==> src/rtl/prog_seq_pkg.sv <==
// prog_seq_pkg: shared types and constants for the program sequencer.
//   seq_state_t : sequencer FSM states
//   NUM_PROGS   : number of program slots, IDX_W : program index width
//   PROG_PC     : start PC of each program
//   prog_pc()   : bounded lookup into PROG_PC
//   next_prog() : lowest set mask bit at or above a start index ({found, index})
//   any_prog()  : found flag of next_prog()
package prog_seq_pkg;

  typedef enum logic [2:0] {
    S_IDLE,
    S_PICK,
    S_HOLD,
    S_RUN,
    S_DONE
  } seq_state_t;

  localparam int NUM_PROGS = 3;
  localparam int IDX_W     = 2;

  localparam logic [9:0] PROG_PC [NUM_PROGS] = '{10'd0, 10'd64, 10'd128};

  // Index 3 is the "past the last program" search position; it maps to PC 0.
  function automatic logic [9:0] prog_pc(input logic [IDX_W-1:0] i);
    return (int'(i) < NUM_PROGS) ? PROG_PC[i] : 10'd0;
  endfunction

  // Scan from the top down so the last hit is the lowest qualifying bit.
  function automatic logic [IDX_W:0] next_prog(input logic [NUM_PROGS-1:0] mask,
                                               input logic [IDX_W-1:0]     from);
    logic [IDX_W:0] res;
    res = '0;
    for (int i = NUM_PROGS - 1; i >= 0; i--) begin
      if (mask[i] && (i >= int'(from))) res = {1'b1, IDX_W'(i)};
    end
    return res;
  endfunction

  function automatic logic any_prog(input logic [NUM_PROGS-1:0] mask,
                                    input logic [IDX_W-1:0]     from);
    logic [IDX_W:0] r;
    r = next_prog(mask, from);
    return r[IDX_W];
  endfunction

endpackage

==> src/rtl/sat_counter.sv <==
// sat_counter: up-counter that sticks at all-ones.
//   clk_i  : clock           rst_i : synchronous reset to 0
//   clr_i  : synchronous clear (wins over en_i)
//   en_i   : count enable
//   q_o    : current count    nxt_o : value the counter takes at the next edge
module sat_counter #(
  parameter int W = 16
) (
  input  logic         clk_i,
  input  logic         rst_i,
  input  logic         clr_i,
  input  logic         en_i,
  output logic [W-1:0] q_o,
  output logic [W-1:0] nxt_o
);

  logic [W-1:0] cnt_q, cnt_d;

  always_comb begin
    cnt_d = cnt_q;
    if (clr_i)                     cnt_d = '0;
    else if (en_i && cnt_q != '1)  cnt_d = cnt_q + 1'b1;
  end

  always_ff @(posedge clk_i) begin
    if (rst_i) cnt_q <= '0;
    else       cnt_q <= cnt_d;
  end

  assign q_o   = cnt_q;
  assign nxt_o = cnt_d;

endmodule

==> src/rtl/prog_sequencer.sv <==
// prog_sequencer: runs the benchmark programs selected by prog_mask on the
// core one after another, holding the core in init with the program's start
// PC, releasing it, and recording the RUN-cycle count when core_done arrives.
//
// Optional feature macro: PROG_SEQ_TIMEOUT_EN (watchdog, timeout_err port,
// TIMEOUT_CYCLES parameter). Without it RUN waits indefinitely.
//
// Ports:
//   clk, init (sync active-high reset), start, prog_mask  : control inputs
//   core_done                                           : core completion level
//   core_init, core_start_pc                            : core control
//   busy, prog_idx, all_done                            : status
//   cyc_sel -> cyc_count                                : count readback (comb)
//   timeout_err                                         : watchdog (optional)
//
// Handshake: start is a one-cycle request accepted only in IDLE/DONE; it is
// dropped without effect while busy. core_done is a level sampled every RUN
// cycle except the first.
module prog_sequencer
  import prog_seq_pkg::*;
#(
  parameter int PC_W        = 10,
  parameter int CNT_W       = 16,
  parameter int INIT_CYCLES = 2
`ifdef PROG_SEQ_TIMEOUT_EN
  , parameter int TIMEOUT_CYCLES = 60000
`endif
) (
  input  logic                 clk,
  input  logic                 init,
  input  logic                 start,
  input  logic [NUM_PROGS-1:0] prog_mask,
  input  logic                 core_done,
  output logic                 core_init,
  output logic [PC_W-1:0]      core_start_pc,
  output logic                 busy,
  output logic [IDX_W-1:0]     prog_idx,
  output logic                 all_done,
  input  logic [IDX_W-1:0]     cyc_sel,
  output logic [CNT_W-1:0]     cyc_count
`ifdef PROG_SEQ_TIMEOUT_EN
  , output logic               timeout_err
`endif
);

  localparam int HOLD_W = (INIT_CYCLES > 1) ? $clog2(INIT_CYCLES + 1) : 1;

  seq_state_t           state_q, state_d;
  logic [IDX_W-1:0]     idx_q, idx_d;      // current / last program
  logic [IDX_W-1:0]     srch_q, srch_d;    // where the next PICK starts searching
  logic [NUM_PROGS-1:0] mask_q, mask_d;
  logic [HOLD_W-1:0]    hold_q, hold_d;
  logic [CNT_W-1:0]     cyc_q [NUM_PROGS];
  logic [CNT_W-1:0]     cyc_d [NUM_PROGS];
  logic [CNT_W-1:0]     run_q, run_nxt;
  logic [IDX_W:0]       pick;
  logic                 pend_d;
  logic                 core_init_q, busy_q, all_done_q;
  logic [PC_W-1:0]      pc_q;
`ifdef PROG_SEQ_TIMEOUT_EN
  logic                 tmo_q, tmo_d;
`endif

  // Run counter: held at 0 outside RUN, so run_q==0 marks the first RUN cycle
  // and run_nxt is the count including the current cycle.
  sat_counter #(.W(CNT_W)) u_run_cnt (
    .clk_i (clk),
    .rst_i (init),
    .clr_i (state_q != S_RUN),
    .en_i  (state_q == S_RUN),
    .q_o   (run_q),
    .nxt_o (run_nxt)
  );

  assign pick = next_prog(mask_q, srch_q);

  always_comb begin
    state_d = state_q;
    idx_d   = idx_q;
    srch_d  = srch_q;
    mask_d  = mask_q;
    hold_d  = hold_q;
    cyc_d   = cyc_q;
`ifdef PROG_SEQ_TIMEOUT_EN
    tmo_d   = tmo_q;
`endif
    case (state_q)
      S_IDLE, S_DONE: begin
        if (start) begin
          mask_d = prog_mask;
          idx_d  = '0;
          srch_d = '0;
          for (int i = 0; i < NUM_PROGS; i++) cyc_d[i] = '0;
`ifdef PROG_SEQ_TIMEOUT_EN
          tmo_d  = 1'b0;
`endif
          state_d = S_PICK;
        end
      end
      S_PICK: begin
        if (pick[IDX_W]) begin
          idx_d   = pick[IDX_W-1:0];
          hold_d  = HOLD_W'(INIT_CYCLES);
          state_d = S_HOLD;
        end else begin
          state_d = S_DONE;
        end
      end
      S_HOLD: begin
        if (hold_q <= HOLD_W'(1)) state_d = S_RUN;
        else                      hold_d  = hold_q - 1'b1;
      end
      S_RUN: begin
        // A done left high from the previous program is masked in RUN cycle 1.
        if (core_done && run_q != '0) begin
          cyc_d[idx_q] = run_nxt;
          srch_d       = idx_q + 1'b1;
          state_d      = S_PICK;
        end
`ifdef PROG_SEQ_TIMEOUT_EN
        else if (run_nxt == CNT_W'(TIMEOUT_CYCLES)) begin
          cyc_d[idx_q] = CNT_W'(TIMEOUT_CYCLES);
          tmo_d        = 1'b1;
          state_d      = S_DONE;
        end
`endif
      end
      default: state_d = S_IDLE;
    endcase
  end

  // busy covers PICK only when a program is still pending, so an empty mask
  // or the final empty search never raises it.
  assign pend_d = any_prog(mask_d, srch_d);

  always_ff @(posedge clk) begin
    if (init) begin
      state_q     <= S_IDLE;
      idx_q       <= '0;
      srch_q      <= '0;
      mask_q      <= '0;
      hold_q      <= '0;
      for (int i = 0; i < NUM_PROGS; i++) cyc_q[i] <= '0;
      core_init_q <= 1'b1;
      busy_q      <= 1'b0;
      all_done_q  <= 1'b0;
      pc_q        <= PC_W'(prog_pc('0));
`ifdef PROG_SEQ_TIMEOUT_EN
      tmo_q       <= 1'b0;
`endif
    end else begin
      state_q     <= state_d;
      idx_q       <= idx_d;
      srch_q      <= srch_d;
      mask_q      <= mask_d;
      hold_q      <= hold_d;
      for (int i = 0; i < NUM_PROGS; i++) cyc_q[i] <= cyc_d[i];
      core_init_q <= (state_d != S_RUN);
      busy_q      <= (state_d == S_HOLD) || (state_d == S_RUN) ||
                     ((state_d == S_PICK) && pend_d);
      all_done_q  <= (state_d == S_DONE);
      pc_q        <= PC_W'(prog_pc(idx_d));
`ifdef PROG_SEQ_TIMEOUT_EN
      tmo_q       <= tmo_d;
`endif
    end
  end

  assign core_init     = core_init_q;
  assign core_start_pc = pc_q;
  assign busy          = busy_q;
  assign prog_idx      = idx_q;
  assign all_done      = all_done_q;
  assign cyc_count     = (int'(cyc_sel) < NUM_PROGS) ? cyc_q[cyc_sel] : '0;
`ifdef PROG_SEQ_TIMEOUT_EN
  assign timeout_err   = tmo_q;
`endif

endmodule

==> config.mk <==
export PLATFORM = sky130hd
export DESIGN_NAME = prog_sequencer
export DESIGN_NICKNAME = d
export VERILOG_FILES = /design/src/rtl/prog_seq_pkg.sv /design/src/rtl/sat_counter.sv /design/src/rtl/prog_sequencer.sv
export SDC_FILE = /design/constraint.sdc
export NUM_CORES = 1
export LEC_CHECK = 0
export ABC_AREA = 1
export ABC_CLOCK_PERIOD_IN_PS = 2050
export CORE_MARGIN = 5
export CORE_UTILIZATION = 40
export CTS_CLUSTER_DIAMETER = 80
export DETAILED_ROUTE_END_ITERATION = 7
export SYNTH_ARGS = -nofsm -noshare
export SYNTH_HDL_FRONTEND = slang
export SYNTH_SLANG_ARGS = --single-unit
==> constraint.sdc <==
create_clock -name clk -period 2.05 [get_ports clk]
set_input_delay 0.205 -clock clk [delete_from_list [all_inputs] [get_ports clk]]
set_output_delay 0.205 -clock clk [all_outputs]
set_load 0.02 [all_outputs]
# --- After elaboration in Yosys (flattened, before gate mapping) ---
# Cells that the tools add are included.
# W data, S select, Z words.
totals:
  reg_bits: 89
  out_inout_bits: 31
  word_cells: 105
op_classes:
  n_addsub: 3
  order_cmp: 13
  eq_ne: 15
  muxes: 37
  bitwise_logic: 4
  n_reduce_logical: 20
op_table:
  columns: ["cell", "count"]
  rows:
  - ["$mux W16", 6]
  - ["$mux W48", 2]
  - ["$pmux W48 S2", 1]
  - ["$bwmux W48", 1]
  - ["$mux W3", 12]
  - ["$bmux W16 S2", 1]
  - ["$demux W16 S2", 1]
  - ["$bmux W10 S2", 1]
  - ["$mux W10", 2]
  - ["$add A16 B1 Y16 const B", 1]
  - ["$ne A16 B16 Y1 const B", 1]
  - ["$reduce_bool A16 Y1", 1]
  - ["$eq A3 B2 Y1 const B", 4]
  - ["$mux W2", 6]
  - ["$pmux W2 S2", 3]
  - ["$pmux W3 S4", 1]
  - ["$logic_and A1 B1 Y1", 10]
  - ["$ge A3 B3 Y1 const B", 3]
  - ["$not A2 Y3", 3]
  - ["$ge A1 B2 Y1 const A", 4]
  - ["$ne A2 B2 Y1 const B", 4]
  - ["$eq A3 B1 Y1 const B", 2]
  - ["$eq A3 B3 Y1 const B", 2]
  - ["$ne A3 B2 Y1 const B", 2]
  - ["other kinds (12)", 18]

# --- Depth between registers and ports, before layout ---
logic_depth:
  ltp_word: 11
  mapped_depth: 12
  ltp_nobuf: 11

# --- Cells and area by module ---
# A second synthesis with hierarchy kept.
unflattened:
  hier_cells: 629
  area_unflattened_um2: 4377.9
modules_own_cells:
  columns: ["mod", "n_inst", "cells_per_inst", "area_per_inst_um2"]
  rows:
  - ["prog_sequencer", 1, 432, 3246.9]
  - ["sat_counter", 1, 197, 1131.1]

# --- Worst setup path before layout ---
# Ideal clock, no wire load.
synth_path:
  path_kind: "register -> register"
  startpoint: "register u_run_cnt.cnt_q[1] (netlist: u_run_cnt.q_o[1])"
  endpoint: "register cyc_q[39] (netlist bit)"
  setup_ns: 0.122
  t_arrival_ns: 1.411
  required_ns: 1.928
  path_slack_ns: 0.517
  stages_incl_launch_ff: 11
  synth_period_minus_slack_ns: 1.533
  path_cell_list: "dfxtp_1 ha_1 nand2_1 nor2_2 nand4_2 nor2_4 nand2_4 a21oi_1 nor2_2 nand2_1 o21ai_0"
synth_via:
  elab_chain_cells: 7
  elab_cells_between_ends: 12
  classes_between: "1 x add/sub; 2 x eq/ne; 5 x mux; 4 x reduce/logical"
synth_rtl:
  columns: ["element", "line", "text"]
  rows:
  - ["start, declared", "sat_counter.sv:17", "logic [W-1:0] cnt_q, cnt_d;"]
  - ["start signal, assigned", "sat_counter.sv:27", "else cnt_q <= cnt_d;"]
  - ["branches (longest 7 deep; another with $add A16 B1 Y16)", null, null]
  - ["end, declared", "prog_sequencer.sv:53", "logic [CNT_W-1:0] cyc_q [NUM_PROGS];"]
# Parallel ways; which one is timed is not known. The select of a mux whose other input is x is not followed.
# A chain may end at the register's enable or synchronous reset.

# --- Final worst setup path ---
layout_path:
  startpoint: "input port cyc_sel[0]"
  endpoint: "output port cyc_count[8]"
layout_via:
  elab_chain_cells: 5
  elab_cells_between_ends: 6
  classes_between: "1 x order compare; 4 x mux; 1 x bitwise"
layout_rtl:
  columns: ["element", "line", "text"]
  rows:
  - ["start, declared", "prog_sequencer.sv:39", "input logic [IDX_W-1:0] cyc_sel,"]
  - ["$not A2 Y3 (implied by the code)", "prog_sequencer.sv:174", "assign cyc_count = (int'(cyc_sel) < NUM_PROGS) ? cyc_q[cyc_sel] : '0;"]
  - ["$bmux W16 S2", "prog_sequencer.sv:174", null]
  - ["$mux W16 (implied by the code) (2 in a row)", "prog_sequencer.sv:174", null]
  - ["$mux W16 *", "prog_sequencer.sv:174", null]
  - ["end, declared", "prog_sequencer.sv:40", "output logic [CNT_W-1:0] cyc_count"]
# Mark *: on every way between the ends. The rest lies on a longest branch, timed or not. The select of a mux whose other input is x is not followed.

==> impl_metrics.toml <==
[run_status]
outcome = "complete, no violations"

[sta]
fin_crit_sh = 0.935
fin_skew_ns = 0.0169
min_period_ns = 1.92
finalHoldViolCount = 0
worst_slew_pin_slew_ns = 0.566
fin_ws_ns = 0.132
holdWs_ns = 0.474
slew_viol_final = 0
setup-violations-final = 0
rsz0062_at_grt = "no"
setup_tns_ns = 0
max_freq_mhz = 521
relSlewSlack = 0.623

[floorplan]
die-width_um = 110
ios = 40
core_area_mm2 = 0.00977
die_height_um = 110
num_rows = 36
start_util = 0.409
die-area_mm2 = 0.0121

[grt]
antenna_found_initial = 0
grt_pass1_vias = 3448
grt-ovfl-total = 0
grt_start_max_net_pins = 40
grt_pass1_wl_mm = 16.3
grt_use_total = 0.172

[power]
cellPowerDensity_mw_per_mm2 = 726
p_total_mw = 3.39
power_leakage_nw = 2.04
max-vdd-ir-drop_mv = 0.410

[routing]
detail-route-antenna-nets = 0
initialDrtViolationCount = 198
vias = 3692
post_drt_wl_per_cell_um = 13.5
drc = 0
first_pass_iters = 5
wirelength_mm = 9.87
vias_per_cell = 5.06

[final_layout]
layout_commonest_cell = "nand2_1"
areaGrowthSynthToFinish_pct = 16.8
nFillCells = 988
fin_area_mm2 = 0.00467
final_cell_mix = "nand2_1, dfxtp_1, nand3_1"
antenna_cells = 0
finalNetCount = 607
layout-drive-gt1-share = 0.116

[synth]
synthCells = 558
synth.largest_area_cell = "dfxtp_1"
syn_area_per_cell_um2 = 7.16
synth-seq-cells = 81
synthArstFlopShare = 0
synth_edf_count = 0
synth_top_area_share = 0.406
yosys_warnings = 0
netlist_area_mm2 = 0.00400
ys_types = 41
synth-main-ff-cell = "dfxtp_1"
ys_top_cells_by_area = "dfxtp_1, nand2_1, nand3_1, nor2_1, inv_1"
yosysSeqAreaShare = 0.406

[cts]
clk_pin_slew_ns = 0.09
cts_tree = "yes"
clockBufferDepth = 2
htreeDepth = 3
numCtsBuffers = 9
cts-hold-fix-buffers = 0
post_cts_buffers = 0
tritoncts_num_sinks = 81
clk_latency_ns = 0.35
cts-root-buf = "clkbuf_8"

[worst_setup_path]
required_ns = 1.85
reg2reg_from = "u_run_cnt.q_o[1]$_SDFF_PP0_"
crit_path_start_kind = "primary input"
cp.arrival_ns = 1.71
r2r_cells = 11
r2r_end = "cyc_q[1]$_SDFFE_PP0P_"
critPathTopFamily = "buffers and inverters"
path_max_fanout = 21
endpoint_kind = "output port"
worstPathBufferInverterCount = 4
path_cells = "clkdlybuf4s50_1 -> inv_1 -> buf_12 -> nand2_1 -> o22ai_1 -> dlygate4sd2_1"
cp-startpoint = "cyc_sel[0]"
cp_slowest_cell = "clkdlybuf4s50_1"
rrSetupSlack_ns = 0.20
worstSetupPathType = "primary input to output port"
critPathMaxStageDelay_ns = 0.48

[place]
place_congestion = 0.894
pre_cts_ws_ns = -0.146
dpl-instance-area_mm2 = 0.00445
dp_hpwl_mm = 7.23
portBuffers = 31

[hold_path]
hold_end = "cyc_q[42]$_SDFFE_PP0P_"
hold_class = "flop to flop"
min_from = "cyc_q[42]$_SDFFE_PP0P_"
min_delay_path_depth = 2

[run]
cap_viol_max_count = 0
-- final cells by class --
class / count / area [um2] / area share
clock buffers: 10 / 138 / 0.0295
multi-input cells: 399 / 2020 / 0.433
well taps: 133 / 166 / 0.0356
clock inverters: 5 / 86.3 / 0.0185
repair buffers: 45 / 420 / 0.0901
flip-flops and latches: 81 / 1620 / 0.347
inverters: 56 / 215 / 0.0461
-- per-stage QoR --
step,util,instances
final,0.478,729
after CTS,0.476,729
after global routing,0.478,729
after floorplan,-,565
after detailed placement,0.455,714
after global placement,0.455,714
-- cell families after synthesis --
group | synth area share
simple gates | 0.354
buf+inv | 0.0977
flops | 0.406
compound gates | 0.120
fa+ha+maj | 0.0188
xor+xnor | 0.00219
other cells | 0.000938
-- how the worst max path moves through the flow --
stage	slack, ns	cells after the start	endpoint
detailed placement	-0.15	6	cyc_count[8]
global placement	-0.15	6	cyc_count[8]
global route	0.01	11	cyc_q[5]$_SDFFE_PP0P_
finish	0.13	6	cyc_count[8]
floorplan	0.52	10	cyc_q[39]$_SDFFE_PP0P_
CTS	0.12	6	cyc_count[8]
-- metal layers --
metal	global-route usage	up-vias	part of all wire
met5	0	-	0
met4	0.0730	0	0.023
met3	0.0323	20	0.048
met2	0.282	96	0.47
met1	0.220	1689	0.46
li1	-	1887	-
-- what timing repair did --
action,in CTS,in global routing
setup endpoints to repair,16,14
pin swaps,0,0
hold endpoints to repair,0,0
gates resized for setup,16,6
-- worst register-to-register path: stages, from the launching register on --
cell     delay [ns]
dfxtp_1        0.37
ha_1           0.25
nand2_1        0.09
nor2_2         0.16
nand4_2        0.14
nor2_4         0.16
nand2_4        0.11
o21ai_0        0.15
nor2_1         0.07
buf_4          0.15
nand2_1        0.06
nand2_1        0.05
-- where the power goes --
group	total, mW	internal, mW	switching [mW]	leakage, nW
Clock	1.32	0.724	0.600	0.113
Sequential	1.62	1.60	0.0194	0.654
Combinational	0.440	0.136	0.304	1.28
Total	3.39	2.46	0.923	2.04
-- flip-flops by register name, summed over array words and instances (netlist names) --
name	cells
u_run_cnt.q_o	16
core_start_pc	2
prog_idx	2
srch_q	2
busy	1
state_q	3
cyc_q	48
mask_q	3
core_init	1
all_done	1
hold_q	2
-- Yosys cell counts (all sizes together), types with 8 or more instances --
cell,n
nand2,135
dfxtp,81
nand3,79
nor2,68
inv,56
o21ai,33
a21oi,23
buf,18
nand4,14
clkbuf,11
o31ai,10
nor3,8
No activity file was read; power rests on OpenSTA's default activity.
